$ cat src/rtl/mips_pkg.sv
// ---------------------------------------------------------------------------
// mips_pkg
//
// Definitions shared by the MIPS pipeline blocks.
//
// Contents:
//   WORD_W         architectural word width (32)
//   multu_state_t  state encoding of the iterative unsigned multiplier
//                  (IDLE, RUN, DONE)
// ---------------------------------------------------------------------------
package mips_pkg;

    localparam int WORD_W = 32;

    typedef enum logic [1:0] {
        IDLE = 2'd0,
        RUN  = 2'd1,
        DONE = 2'd2
    } multu_state_t;

endpackage

$ cat src/rtl/multu_seq_if.sv
// ---------------------------------------------------------------------------
// multu_seq_if
//
// Bundle between the EX stage / write-back path (master) and the iterative
// multiply sequencer (slave).
//
// Signals:
//   multu_enE  master->slave  multiply issue request from EX
//   flushE     master->slave  pipeline flush, aborts a multiply in flight
//   op_aE      master->slave  multiplicand (rs value)
//   op_bE      master->slave  multiplier (rt value)
//   stall      slave->master  freezes PC, IF/ID and ID/EX
//   busy       slave->master  sequencer is not idle
//   hilo_we    slave->master  one-cycle HI/LO write strobe
//   HI_d       slave->master  product upper word
//   LO_d       slave->master  product lower word
// ---------------------------------------------------------------------------
interface multu_seq_if
    import mips_pkg::*;
#(
    parameter int WIDTH = WORD_W
);

    logic             multu_enE;
    logic             flushE;
    logic [WIDTH-1:0] op_aE;
    logic [WIDTH-1:0] op_bE;
    logic             stall;
    logic             busy;
    logic             hilo_we;
    logic [WIDTH-1:0] HI_d;
    logic [WIDTH-1:0] LO_d;

    // Pipeline side: issues the operation and consumes the result.
    modport master (
        output multu_enE,
        output flushE,
        output op_aE,
        output op_bE,
        input  stall,
        input  busy,
        input  hilo_we,
        input  HI_d,
        input  LO_d
    );

    // Multiplier side.
    modport slave (
        input  multu_enE,
        input  flushE,
        input  op_aE,
        input  op_bE,
        output stall,
        output busy,
        output hilo_we,
        output HI_d,
        output LO_d
    );

endinterface

$ cat src/rtl/multu_step.sv
// ---------------------------------------------------------------------------
// multu_step
//
// One radix-2 shift-add iteration, purely combinational.
//
// Ports:
//   acc          in   running partial product (2*WIDTH)
//   mcand        in   shifted multiplicand (2*WIDTH)
//   mplier       in   remaining multiplier bits (WIDTH)
//   acc_next     out  acc, plus mcand when the current multiplier bit is set
//   mcand_next   out  mcand shifted left by one
//   mplier_next  out  mplier shifted right by one
//   mplier_zero  out  no multiplier bits remain after this step
// ---------------------------------------------------------------------------
module multu_step
    import mips_pkg::*;
#(
    parameter int WIDTH = WORD_W
) (
    input  logic [2*WIDTH-1:0] acc,
    input  logic [2*WIDTH-1:0] mcand,
    input  logic [WIDTH-1:0]   mplier,
    output logic [2*WIDTH-1:0] acc_next,
    output logic [2*WIDTH-1:0] mcand_next,
    output logic [WIDTH-1:0]   mplier_next,
    output logic               mplier_zero
);

    // The product of two WIDTH-bit operands always fits in 2*WIDTH bits,
    // so the accumulation never needs a carry out.
    always_comb begin
        acc_next    = mplier[0] ? (acc + mcand) : acc;
        mcand_next  = mcand << 1;
        mplier_next = mplier >> 1;
        mplier_zero = (mplier_next == '0);
    end

endmodule

$ cat src/rtl/multu_seq.sv
// ---------------------------------------------------------------------------
// multu_seq
//
// Iterative WIDTH x WIDTH unsigned multiply sequencer for the MIPS pipeline.
// Accepts a multu issue from EX, runs one multiplier bit per cycle while
// stalling the front end, then presents the product on HI_d/LO_d with a
// one-cycle hilo_we strobe.
//
// Parameters:
//   WIDTH  operand width (product is 2*WIDTH)
//   CNT_W  iteration counter width, $clog2(WIDTH)
//
// Ports:
//   clk    rising-edge clock
//   rst_n  asynchronous active-low reset
//   bus    multu_seq_if.slave: issue/flush/operands in,
//          stall/busy/hilo_we/HI_d/LO_d out
//
// Build option:
//   MULTU_EARLY_EXIT_EN  when defined, RUN also ends as soon as no multiplier
//                        bits remain; otherwise RUN is always WIDTH cycles.
// ---------------------------------------------------------------------------
module multu_seq
    import mips_pkg::*;
#(
    parameter int WIDTH = WORD_W,
    parameter int CNT_W = 5
) (
    input  logic       clk,
    input  logic       rst_n,
    multu_seq_if.slave bus
);

    localparam int               PROD_W   = 2 * WIDTH;
    localparam logic [CNT_W-1:0] LAST_CNT = CNT_W'(WIDTH - 1);

    multu_state_t      state;
    logic [PROD_W-1:0] acc;
    logic [PROD_W-1:0] mcand;
    logic [WIDTH-1:0]  mplier;
    logic [CNT_W-1:0]  cnt;
    logic [WIDTH-1:0]  hi_q;
    logic [WIDTH-1:0]  lo_q;
    logic              hilo_we_q;
    logic              busy_q;

    logic [PROD_W-1:0] acc_next;
    logic [PROD_W-1:0] mcand_next;
    logic [WIDTH-1:0]  mplier_next;
    logic              mplier_zero;
    logic              start;
    logic              last_iter;

    // A flush in the same cycle as an issue wins, so no start happens.
    assign start = bus.multu_enE && !bus.flushE;

    multu_step #(
        .WIDTH (WIDTH)
    ) u_step (
        .acc         (acc),
        .mcand       (mcand),
        .mplier      (mplier),
        .acc_next    (acc_next),
        .mcand_next  (mcand_next),
        .mplier_next (mplier_next),
        .mplier_zero (mplier_zero)
    );

`ifdef MULTU_EARLY_EXIT_EN
    // Once the shifted multiplier is empty the accumulator is already final.
    assign last_iter = (cnt == LAST_CNT) || mplier_zero;
`else
    // Fixed-length run; the zero flag has no consumer in this build.
    logic unused_mplier_zero;
    assign unused_mplier_zero = mplier_zero;
    assign last_iter          = (cnt == LAST_CNT);
`endif

    // Stall covers the issue cycle itself (combinational on the request)
    // and every RUN cycle, but not DONE, so the pipeline resumes as the
    // product is written back.
    assign bus.stall   = (state == RUN) || ((state == IDLE) && start);
    assign bus.busy    = busy_q;
    assign bus.hilo_we = hilo_we_q;
    assign bus.HI_d    = hi_q;
    assign bus.LO_d    = lo_q;

    // Sequencer FSM with datapath, counter and registered outputs.
    // HI_d/LO_d load from acc_next on the final RUN edge so the product is
    // valid in the same cycle the strobe is high, and they hold until the
    // next completion (a flush leaves them untouched).
    always_ff @(posedge clk or negedge rst_n) begin
        if (!rst_n) begin
            state     <= IDLE;
            acc       <= '0;
            mcand     <= '0;
            mplier    <= '0;
            cnt       <= '0;
            hi_q      <= '0;
            lo_q      <= '0;
            hilo_we_q <= 1'b0;
            busy_q    <= 1'b0;
        end else begin
            case (state)
                IDLE: begin
                    hilo_we_q <= 1'b0;
                    if (start) begin
                        mcand  <= {{WIDTH{1'b0}}, bus.op_aE};
                        mplier <= bus.op_bE;
                        acc    <= '0;
                        cnt    <= '0;
                        busy_q <= 1'b1;
                        state  <= RUN;
                    end
                end

                RUN: begin
                    if (bus.flushE) begin
                        busy_q <= 1'b0;
                        state  <= IDLE;
                    end else begin
                        acc    <= acc_next;
                        mcand  <= mcand_next;
                        mplier <= mplier_next;
                        cnt    <= cnt + CNT_W'(1);
                        if (last_iter) begin
                            hi_q      <= acc_next[PROD_W-1:WIDTH];
                            lo_q      <= acc_next[WIDTH-1:0];
                            hilo_we_q <= 1'b1;
                            state     <= DONE;
                        end
                    end
                end

                DONE: begin
                    hilo_we_q <= 1'b0;
                    busy_q    <= 1'b0;
                    state     <= IDLE;
                end

                default: begin
                    hilo_we_q <= 1'b0;
                    busy_q    <= 1'b0;
                    state     <= IDLE;
                end
            endcase
        end
    end

endmodule

$ cat src/flat_wrapper.sv
// flat-port wrapper written by rule: the top's interface ports become plain ports
module multu_seq_flat import mips_pkg::*;
#(
    parameter int WIDTH = WORD_W,
    parameter int CNT_W = 5
)
  (clk, rst_n, bus_multu_enE, bus_flushE, bus_op_aE, bus_op_bE, bus_stall, bus_busy, bus_hilo_we, bus_HI_d, bus_LO_d);
  multu_seq_if #(.WIDTH(WIDTH)) bus_i ();
  input  logic clk;
  input  logic rst_n;
  input wire logic [$bits(bus_i.multu_enE)-1:0] bus_multu_enE;
  input wire logic [$bits(bus_i.flushE)-1:0] bus_flushE;
  input wire logic [$bits(bus_i.op_aE)-1:0] bus_op_aE;
  input wire logic [$bits(bus_i.op_bE)-1:0] bus_op_bE;
  output wire logic [$bits(bus_i.stall)-1:0] bus_stall;
  output wire logic [$bits(bus_i.busy)-1:0] bus_busy;
  output wire logic [$bits(bus_i.hilo_we)-1:0] bus_hilo_we;
  output wire logic [$bits(bus_i.HI_d)-1:0] bus_HI_d;
  output wire logic [$bits(bus_i.LO_d)-1:0] bus_LO_d;
  assign bus_i.multu_enE = bus_multu_enE;
  assign bus_i.flushE = bus_flushE;
  assign bus_i.op_aE = bus_op_aE;
  assign bus_i.op_bE = bus_op_bE;
  assign bus_stall = bus_i.stall;
  assign bus_busy = bus_i.busy;
  assign bus_hilo_we = bus_i.hilo_we;
  assign bus_HI_d = bus_i.HI_d;
  assign bus_LO_d = bus_i.LO_d;
  multu_seq #(.WIDTH(WIDTH), .CNT_W(CNT_W)) u_core (.clk(clk), .rst_n(rst_n), .bus(bus_i));
endmodule
$ cat config.mk
export PLATFORM = sky130hd
export DESIGN_NAME = multu_seq_flat
export DESIGN_NICKNAME = d
export VERILOG_FILES = /design/src/rtl/mips_pkg.sv /design/src/rtl/multu_seq_if.sv /design/src/rtl/multu_step.sv /design/src/rtl/multu_seq.sv /design/src/flat_wrapper.sv
export SDC_FILE = /design/constraint.sdc
export NUM_CORES = 1
export LEC_CHECK = 0
export BUFFER_PORTS_ARGS = -buffer_cell sky130_fd_sc_hd__clkbuf_2
export CAP_MARGIN = 20
export CELL_PAD_IN_SITES_DETAIL_PLACEMENT = 1
export CELL_PAD_IN_SITES_GLOBAL_PLACEMENT = 1
export CORE_MARGIN = 4
export CORE_UTILIZATION = 25
export CTS_BUF_LIST = sky130_fd_sc_hd__clkbuf_8
export CTS_CLUSTER_DIAMETER = 120
export DETAILED_ROUTE_END_ITERATION = 8
export GPL_TIMING_DRIVEN = 1
export PLACE_DENSITY = 0.52
export SKIP_LAST_GASP = 1
export SYNTH_ARGS = -nofsm -noshare
export SYNTH_HDL_FRONTEND = slang
export SYNTH_SLANG_ARGS = --single-unit
$ cat constraint.sdc
create_clock -name clk -period 3.57 [get_ports clk]
set_clock_uncertainty 0.05 [all_clocks]
set_input_delay 0.357 -clock clk [delete_from_list [all_inputs] [get_ports clk]]
set_output_delay 0.357 -clock clk [all_outputs]
set_load 0.01 [all_outputs]
==> results.json, run 1 <==
{
  "rows": 85,
  "wl_per_cell_um": 18.97,
  "die_h_um": 241.4,
  "yosysWarningCount": 0,
  "rsz0062_at_grt": "false",
  "via_count": 12080,
  "dp_slack_ps": 48.75,
  "finalSetupViolations": 0,
  "synth-main-ff-cell": "dfrtp_1",
  "grt_max_degree": 92,
  "drive_gt1_frac": 0.1649,
  "cp.arrival_ps": 3860,
  "critPathCaptureType": "flip-flop",
  "area_delta_synth_final_pct": 24.64,
  "p_sw_mw": 3.089,
  "ys_seq_area_frac": 0.4280,
  "synth_edf_count": 0,
  "status": "complete, no violations",
  "syn_nets": 1678,
  "syn_area_per_cell_um2": 8.824,
  "worstPathRequired_ps": 4070,
  "max-vdd-ir-drop_v": 0.0002664,
  "min_path_cells": 3,
  "initial_utilization": 0.2527,
  "relSlewSlack": 0.3576,
  "num_io_pins": 135,
  "cts_buffer_depth": 3,
  "layout.cells.most_common_list": "nand2_1 (299), dfrtp_1 (232), o21ai_0 (182), clkbuf_2 (133), mux2i_1 (104)",
  "cts_tree": "yes",
  "path_depth": 14,
  "place_congestion": 0.8155,
  "io_buffers": 134,
  "crit_type": "flip-flop to flip-flop",
  "drv_cap": 0,
  "r2r_cells": 14,
  "regArea_mm2": 0.005834,
  "viasPerCell": 4.859,
  "min_path_type": "primary input to flip-flop",
  "htree_levels": 2,
  "synth_cells": 1544,
  "dp_hpwl_mm": 33.56,
  "path_delay_family": "compound AO/OA/AOI/OAI gates",
  "pwr-share-comb": 0.290,
  "cp_slowest_stage_delay_ps": 520,
  "clk_pin_slew_worst_paths_ps": 60,
  "final_common_cell": "nand2_1",
  "p_sw_frac": 0.3608,
  "clkSinkCount": 233,
  "n_fill_cell": 6245,
  "gr-total-overflow": 0,
  "whs_ps": 32.96,
  "synth-seq-cells": 233,
  "post-route-period-util": 0.9428,
  "grt_pass1_vias": 12990,
  "nets": 1891,
  "power_density_mw_per_mm2": 504.2,
  "p_clk_frac": 0.327,
  "core_area_mm2": 0.05392,
  "antenna_found_initial": 3,
  "grt.total_usage": 0.1639,
  "syn_area_mm2": 0.01362,
  "ant_nets": 0,
  "tightest_slew_ps": 963.6,
  "root_buffer": "clkbuf_8",
  "routed_wl_mm": 47.17,
  "drtIter0Drc": 473,
  "min_period_ps": 3366,
  "drc_errors": 0,
  "fin_tns_setup_ps": 0,
  "insertion_delay_ps": 630,
  "critPathMaxFanout": 3,
  "leakagePower_nw": 8.107,
  "fin_ws_ps": 204.1,
  "slew_violations": 0,
  "multi_input_area_mm2": 0.007397,
  "grt_pass1_wl_mm": 75.69,
  "synth-async-reset-ratio": 1.000,
  "cp.buffers_inverters": 2,
  "intPower_mw": 5.473,
  "worstPathCellList": "ha_1 -> inv_1 -> fa_2 -> and2b_2 -> o2111ai_4 -> a2111oi_4 -> nor3_2 -> o21ai_4 -> a31oi_4 -> o41ai_4 -> buf_4 -> a21oi_2 -> or4b_1 -> nand3_1",
  "p_seq_frac": 0.383,
  "dieArea_mm2": 0.05830,
  "fmax_mhz": 297.1,
  "start_kind": "flip-flop",
  "cts-buffers-inserted": 46,
  "hold_violations": 0,
  "critPathSlowestCell": "or4b_1",
  "firstDrtPassIters": 4,
  "synth_cell_types": 65,
  "die_w_um": 241.4
}
worst register-to-register path, stage by stage, from the launching register on:
cell and delay, ps:
dfrtp_1 360, ha_1 170, inv_1 60, fa_2 350, and2b_2 260, o2111ai_4 140
a2111oi_4 350, nor3_2 100, o21ai_4 180, a31oi_4 130, o41ai_4 330, buf_4 180
a21oi_2 60, or4b_1 520, nand3_1 80
flip-flops by register name, summed over array words and instances (netlist names):
name and flops:
u_core.bus.hilo_we 1, u_core.bus.busy 1, u_core.state 2, u_core.mplier 32, u_core.mcand 64, u_core.cnt 5
u_core.acc 64, u_core.bus.HI_d 32, u_core.bus.LO_d 32
cell usage after synthesis (all sizes together) (7+ instances only):
library cell / n / share of area
mux2i: 104 / 0.076
buf: 11 / 0.0033
nor3: 17 / 0.0066
nand2: 301 / 0.083
clkbuf: 85 / 0.023
xor2: 26 / 0.017
nand4: 25 / 0.011
nor2: 57 / 0.016
dfrtp: 233 / 0.43
a22o: 9 / 0.0058
o211ai: 7 / 0.0039
a21oi: 99 / 0.037
nand3: 90 / 0.033
and3: 7 / 0.0032
inv: 40 / 0.011
a21o: 23 / 0.013
a221oi: 10 / 0.0064
xnor2: 39 / 0.025
nor3b: 13 / 0.0072
o21bai: 9 / 0.0050
ha: 65 / 0.060
o21ai: 188 / 0.070
layout make-up:
| class | instances | area share |
|---|---|---|
| diodes | 1 | 0.0001474 |
| well taps | 696 | 0.05128 |
| clock inverters | 28 | 0.01142 |
| inverters | 40 | 0.008842 |
| clock buffers | 52 | 0.04215 |
| flip-flops and latches | 233 | 0.3436 |
| multi-input cells | 1175 | 0.4356 |
| repair buffers | 261 | 0.1070 |
logic make-up (layout without fill, tap and decap cells):
family | count (synthesis) | after routing | share of synthesized area
multiplexers | 109 | 109 | 0.08054
AO/OA/AOI/OAI | 395 | 395 | 0.1751
flip-flops | 233 | 233 | 0.4280
buffers and inverters | 136 | 381 | 0.03774
adder cells (fa/ha/maj) | 66 | 66 | 0.06116
AND/OR/NAND/NOR | 540 | 540 | 0.1757
other | 0 | 1 | 0
XOR/XNOR | 65 | 65 | 0.04179
per-layer routing:
layer	track usage	wire length (µm)	up-vias
met5	0	0	-
met4	0.03425	765	0
met3	0.03950	2271	48
met2	0.2623	21200	179
met1	0.2269	22940	5980
li1	-	-	5873
power groups by stage:
stage	combinational (mW)	clock, mW	sequential [mW]
2_1_floorplan	1.71	0	3.18
3_3_place_gp	2.40	0	3.31
3_5_place_dp	2.43	0	3.33
4_1_cts	2.50	2.92	3.28
5_1_grt	2.80	3.05	3.33
6_report	2.48	2.80	3.28
per-stage QoR:
stage | utilization | std cells | cell area [µm²] | power (mW)
after floorplan | - | 1544 | 13620 | 4.886
after global placement | 0.2842 | 2339 | 15320 | 5.712
after detailed placement | 0.2842 | 2339 | 15320 | 5.759
after CTS | 0.3128 | 2482 | 16860 | 8.705
after global routing | 0.3149 | 2486 | 16980 | 9.186
final | 0.3149 | 2486 | 16980 | 8.562
what timing repair did:
action,in CTS,in global routing
endpoints found under the hold margin,150,0
setup endpoints to repair,0,22
buffers inserted,0,3
hold buffers,63,0
gates resized for setup,0,17
worst paths after layout:
kind | from | to | slack (ps)
worst min-delay path | bus_op_bE[2] | u_core.mplier[2] | 30
worst min register to register | u_core.bus.LO_d[30] | u_core.bus.LO_d[30] | 420
min in group asynchronous | rst_n | u_core.mplier[20] | 310
worst max-delay path | u_core.acc[0] | u_core.bus.HI_d[22] | 200
worst max register to register | u_core.acc[0] | u_core.bus.HI_d[22] | 200
max in group asynchronous | rst_n | u_core.bus.HI_d[10] | 2150
Note: power is estimated with default switching activity, not from simulation.
==> inputs of run 2 (changes only) <==
--- a/config.mk
+++ b/config.mk
@@ -5,17 +5,20 @@
 export SDC_FILE = /design/constraint.sdc
 export NUM_CORES = 1
 export LEC_CHECK = 0
+export ABC_AREA = 1
 export BUFFER_PORTS_ARGS = -buffer_cell sky130_fd_sc_hd__clkbuf_2
 export CAP_MARGIN = 20
 export CELL_PAD_IN_SITES_DETAIL_PLACEMENT = 1
 export CELL_PAD_IN_SITES_GLOBAL_PLACEMENT = 1
+export CORE_ASPECT_RATIO = 1.4
 export CORE_MARGIN = 4
 export CORE_UTILIZATION = 25
 export CTS_BUF_LIST = sky130_fd_sc_hd__clkbuf_8
 export CTS_CLUSTER_DIAMETER = 120
 export DETAILED_ROUTE_END_ITERATION = 8
 export GPL_TIMING_DRIVEN = 1
-export PLACE_DENSITY = 0.52
+export PLACE_DENSITY = 0.54
+export SETUP_SLACK_MARGIN = 0.5
 export SKIP_LAST_GASP = 1
 export SYNTH_ARGS = -nofsm -noshare
 export SYNTH_HDL_FRONTEND = slang
==> run 2 against run 1 <==
Effect of this change: total power up 23%; final cell count up 40%; cell area up 13%; clock power about the same; critical path type unchanged.
==> results.json, run 2 <==
{
  "n_fill_cell": 8050,
  "grt_pass1_wl_mm": 100.2,
  "reg2reg_from": "u_core.mcand[0]",
  "clk_pin_slew_worst_paths_ps": 60,
  "post-route-period-util": 0.7928,
  "cp.buffers_inverters": 1,
  "ys_seq_area_frac": 0.3626,
  "drv_cap": 0,
  "cts_resized": 0,
  "synth-main-ff-cell": "dfrtp_1",
  "min_path_cells": 3,
  "synth.most_common_cell": "nand2_1",
  "core_area_mm2": 0.06342,
  "ctsHoldBuffers": 64,
  "rsz0062_at_grt": "false",
  "worstPathCellList": "ha_1 -> inv_1 -> fa_1 -> nor2_1 -> or2_1 -> nand3_1 -> nand2_1 -> nand2_1 -> nand2_2 -> nand2_1 -> nand3_1 -> nand3_1 -> nand3_1 -> nand2_1",
  "synth-seq-cells": 233,
  "synth-async-reset-ratio": 1.000,
  "ant_nets": 0,
  "whs_endpoint": "u_core.mcand[28]",
  "critPathCaptureType": "flip-flop",
  "drtIter0Drc": 607,
  "synth_common_cells": "nand2_1 (905), inv_1 (438), dfrtp_1 (233), nand3_1 (166), o21ai_0 (119)",
  "grt.total_usage": 0.1862,
  "gr-total-overflow": 0,
  "path_delay_family": "simple AND/OR/NAND/NOR gates",
  "hold_path_startpoint": "bus_op_aE[28]",
  "num_io_pins": 135,
  "synth_top_area_share": 0.3626,
  "critPathMaxFanout": 3,
  "start_kind": "flip-flop",
  "via_count": 15830,
  "die_h_um": 308.1,
  "io_buffers": 134,
  "fmax_mhz": 353.3,
  "hold_violations": 0,
  "clkSinkCount": 233,
  "initial_utilization": 0.2535,
  "nets": 2751,
  "drive_gt1_frac": 0.1155,
  "path_depth": 14,
  "relSlewSlack": 0.3028,
  "tightest_slew_ps": 1046,
  "cts_setup_buffers": 0,
  "finalSetupViolations": 0,
  "cts_tree": "yes",
  "synth_mux_area_frac": 0,
  "grt_pass1_vias": 17230,
  "final_common_cell": "nand2_1",
  "slew_violations": 0,
  "drc_errors": 0,
  "synth_edf_count": 0,
  "cts-buffers-inserted": 44,
  "worstPathRequired_ps": 4020,
  "synth_cell_types": 34,
  "reg2reg_slack_ps": 740,
  "leakagePower_nw": 10.51,
  "yosys.area_share.simple": 0.3349,
  "syn_nets": 2573,
  "r2r_cells": 14,
  "grt_max_degree": 101,
  "synth_top_family_by_area": "simple AND/OR/NAND/NOR gates",
  "synthAdderAreaFrac": 0.05183,
  "rr_endpoint": "u_core.acc[44]",
  "cp.arrival_ps": 3280,
  "synth_xor_area_frac": 0.01634,
  "crit_type": "flip-flop to flip-flop",
  "routed_wl_mm": 64.08,
  "antenna_found_initial": 2,
  "firstDrtPassIters": 4,
  "area_delta_synth_final_pct": 19.42,
  "viasPerCell": 4.545,
  "synth_top_area_cell": "dfrtp_1",
  "fin_tns_setup_ps": 0,
  "max-vdd-ir-drop_v": 0.0002868,
  "syn_area_mm2": 0.01608,
  "status": "complete, no violations",
  "synth_compound_area_frac": 0.1076,
  "synth_cells": 2439,
  "cp-startpoint": "u_core.mcand[0]",
  "min_path_type": "primary input to flip-flop",
  "reg_top3": "u_core.acc (64), u_core.mcand (64)",
  "cp_slowest_stage_delay_ps": 490,
  "layout.cells.most_common_list": "nand2_1 (904), inv_1 (452), dfrtp_1 (232), nand3_1 (166), clkbuf_2 (133)",
  "wl_per_cell_um": 18.40,
  "syn_area_per_cell_um2": 6.592,
  "critPathSlowestCell": "fa_1",
  "min_period_ps": 2830,
  "dieArea_mm2": 0.06849,
  "yosysWarningCount": 0,
  "htree_levels": 2,
  "cts_buffer_depth": 3,
  "power_density_mw_per_mm2": 550.0,
  "insertion_delay_ps": 630,
  "utilization": 0.3028,
  "root_buffer": "clkbuf_8",
  "dp_hpwl_mm": 48.86,
  "ys_top_cells_by_area": "dfrtp_1 (36%), nand2_1 (21%), inv_1 (10%), nand3_1 (5.2%), ha_1 (5.1%)",
  "rows": 109,
  "die_w_um": 222.3,
  "place_congestion": 0.8959
}
## run 2: changes by cell type after synthesis, moves of 43 or more
cell      previous run  this run
o211ai_1             7        78
mux2i_1            104         0
a21oi_1             97        45
nand2_1            301       905
inv_1               40       438
o21ai_0            182       119
nor2_1              57       109
nand3_1             90       166
clkbuf_1            85        42
## run 2: area by class of cell
cell class	instances	area [µm²]	share of cell area
Multi-Input combinational cell	1680	8224	0.4283
Sequential cell	233	5832	0.3037
Inverter	447	1680	0.08752
Timing Repair Buffer	211	1506	0.07846
Tap cell	832	1041	0.05422
Clock buffer	53	729.5	0.03799
Clock inverter	25	181.4	0.009449
Antenna cell	2	5.005	0.0002607
## run 2: per-layer routing
metal	GRT usage	wire (µm)
met1	0.2037	25220
met2	0.3701	35230
met3	0.02209	1611
met4	0.05952	2016
met5	0	0
## run 2: worst reg2reg max path: stages, from the launching register on
cell and delay (ps):
dfrtp_1 350, ha_1 260, inv_1 80, fa_1 490
nor2_1 170, or2_1 200, nand3_1 90, nand2_1 180
nand2_1 100, nand2_2 170, nand2_1 170, nand3_1 110
nand3_1 100, nand3_1 110, nand2_1 60
## run 2: how the worst max path moves through the flow
stage / endpoint / slack [ps]
after CTS: u_core.acc[44] / 620
after global routing: u_core.acc[44] / 510
after floorplan: u_core.acc[44] / 1570
after global placement: u_core.bus.HI_d[12] / 710
after detailed placement: u_core.acc[44] / 660
final: u_core.acc[44] / 740
## run 2: kinds of logic (layout without fill, tap and decap cells)
group | after synthesis | after routing
simple gates | 1291 | 1291
xor+xnor | 30 | 30
compound gates | 293 | 293
flops | 233 | 233
fa+ha+maj | 66 | 66
other cells | 0 | 2
buf+inv | 526 | 736
## run 2: metrics by stage
stage	hold WS, ps	power, mW	setup WS (ps)	area [µm²]	instances
CTS	23.21	10.84	620.2	19190	3481
finish	68.03	10.56	739.8	19200	3483
detailed placement	394.3	7.844	656.4	17640	3339
global placement	380.9	7.748	707.9	17640	3339
global route	28.90	11.47	514.6	19200	3483
floorplan	11.41	6.315	1572	16080	2439
## run 2: power breakdown
group	internal, mW	switching (mW)
registers	3.09	0.291
logic	1.40	2.97
clock network	1.50	1.32
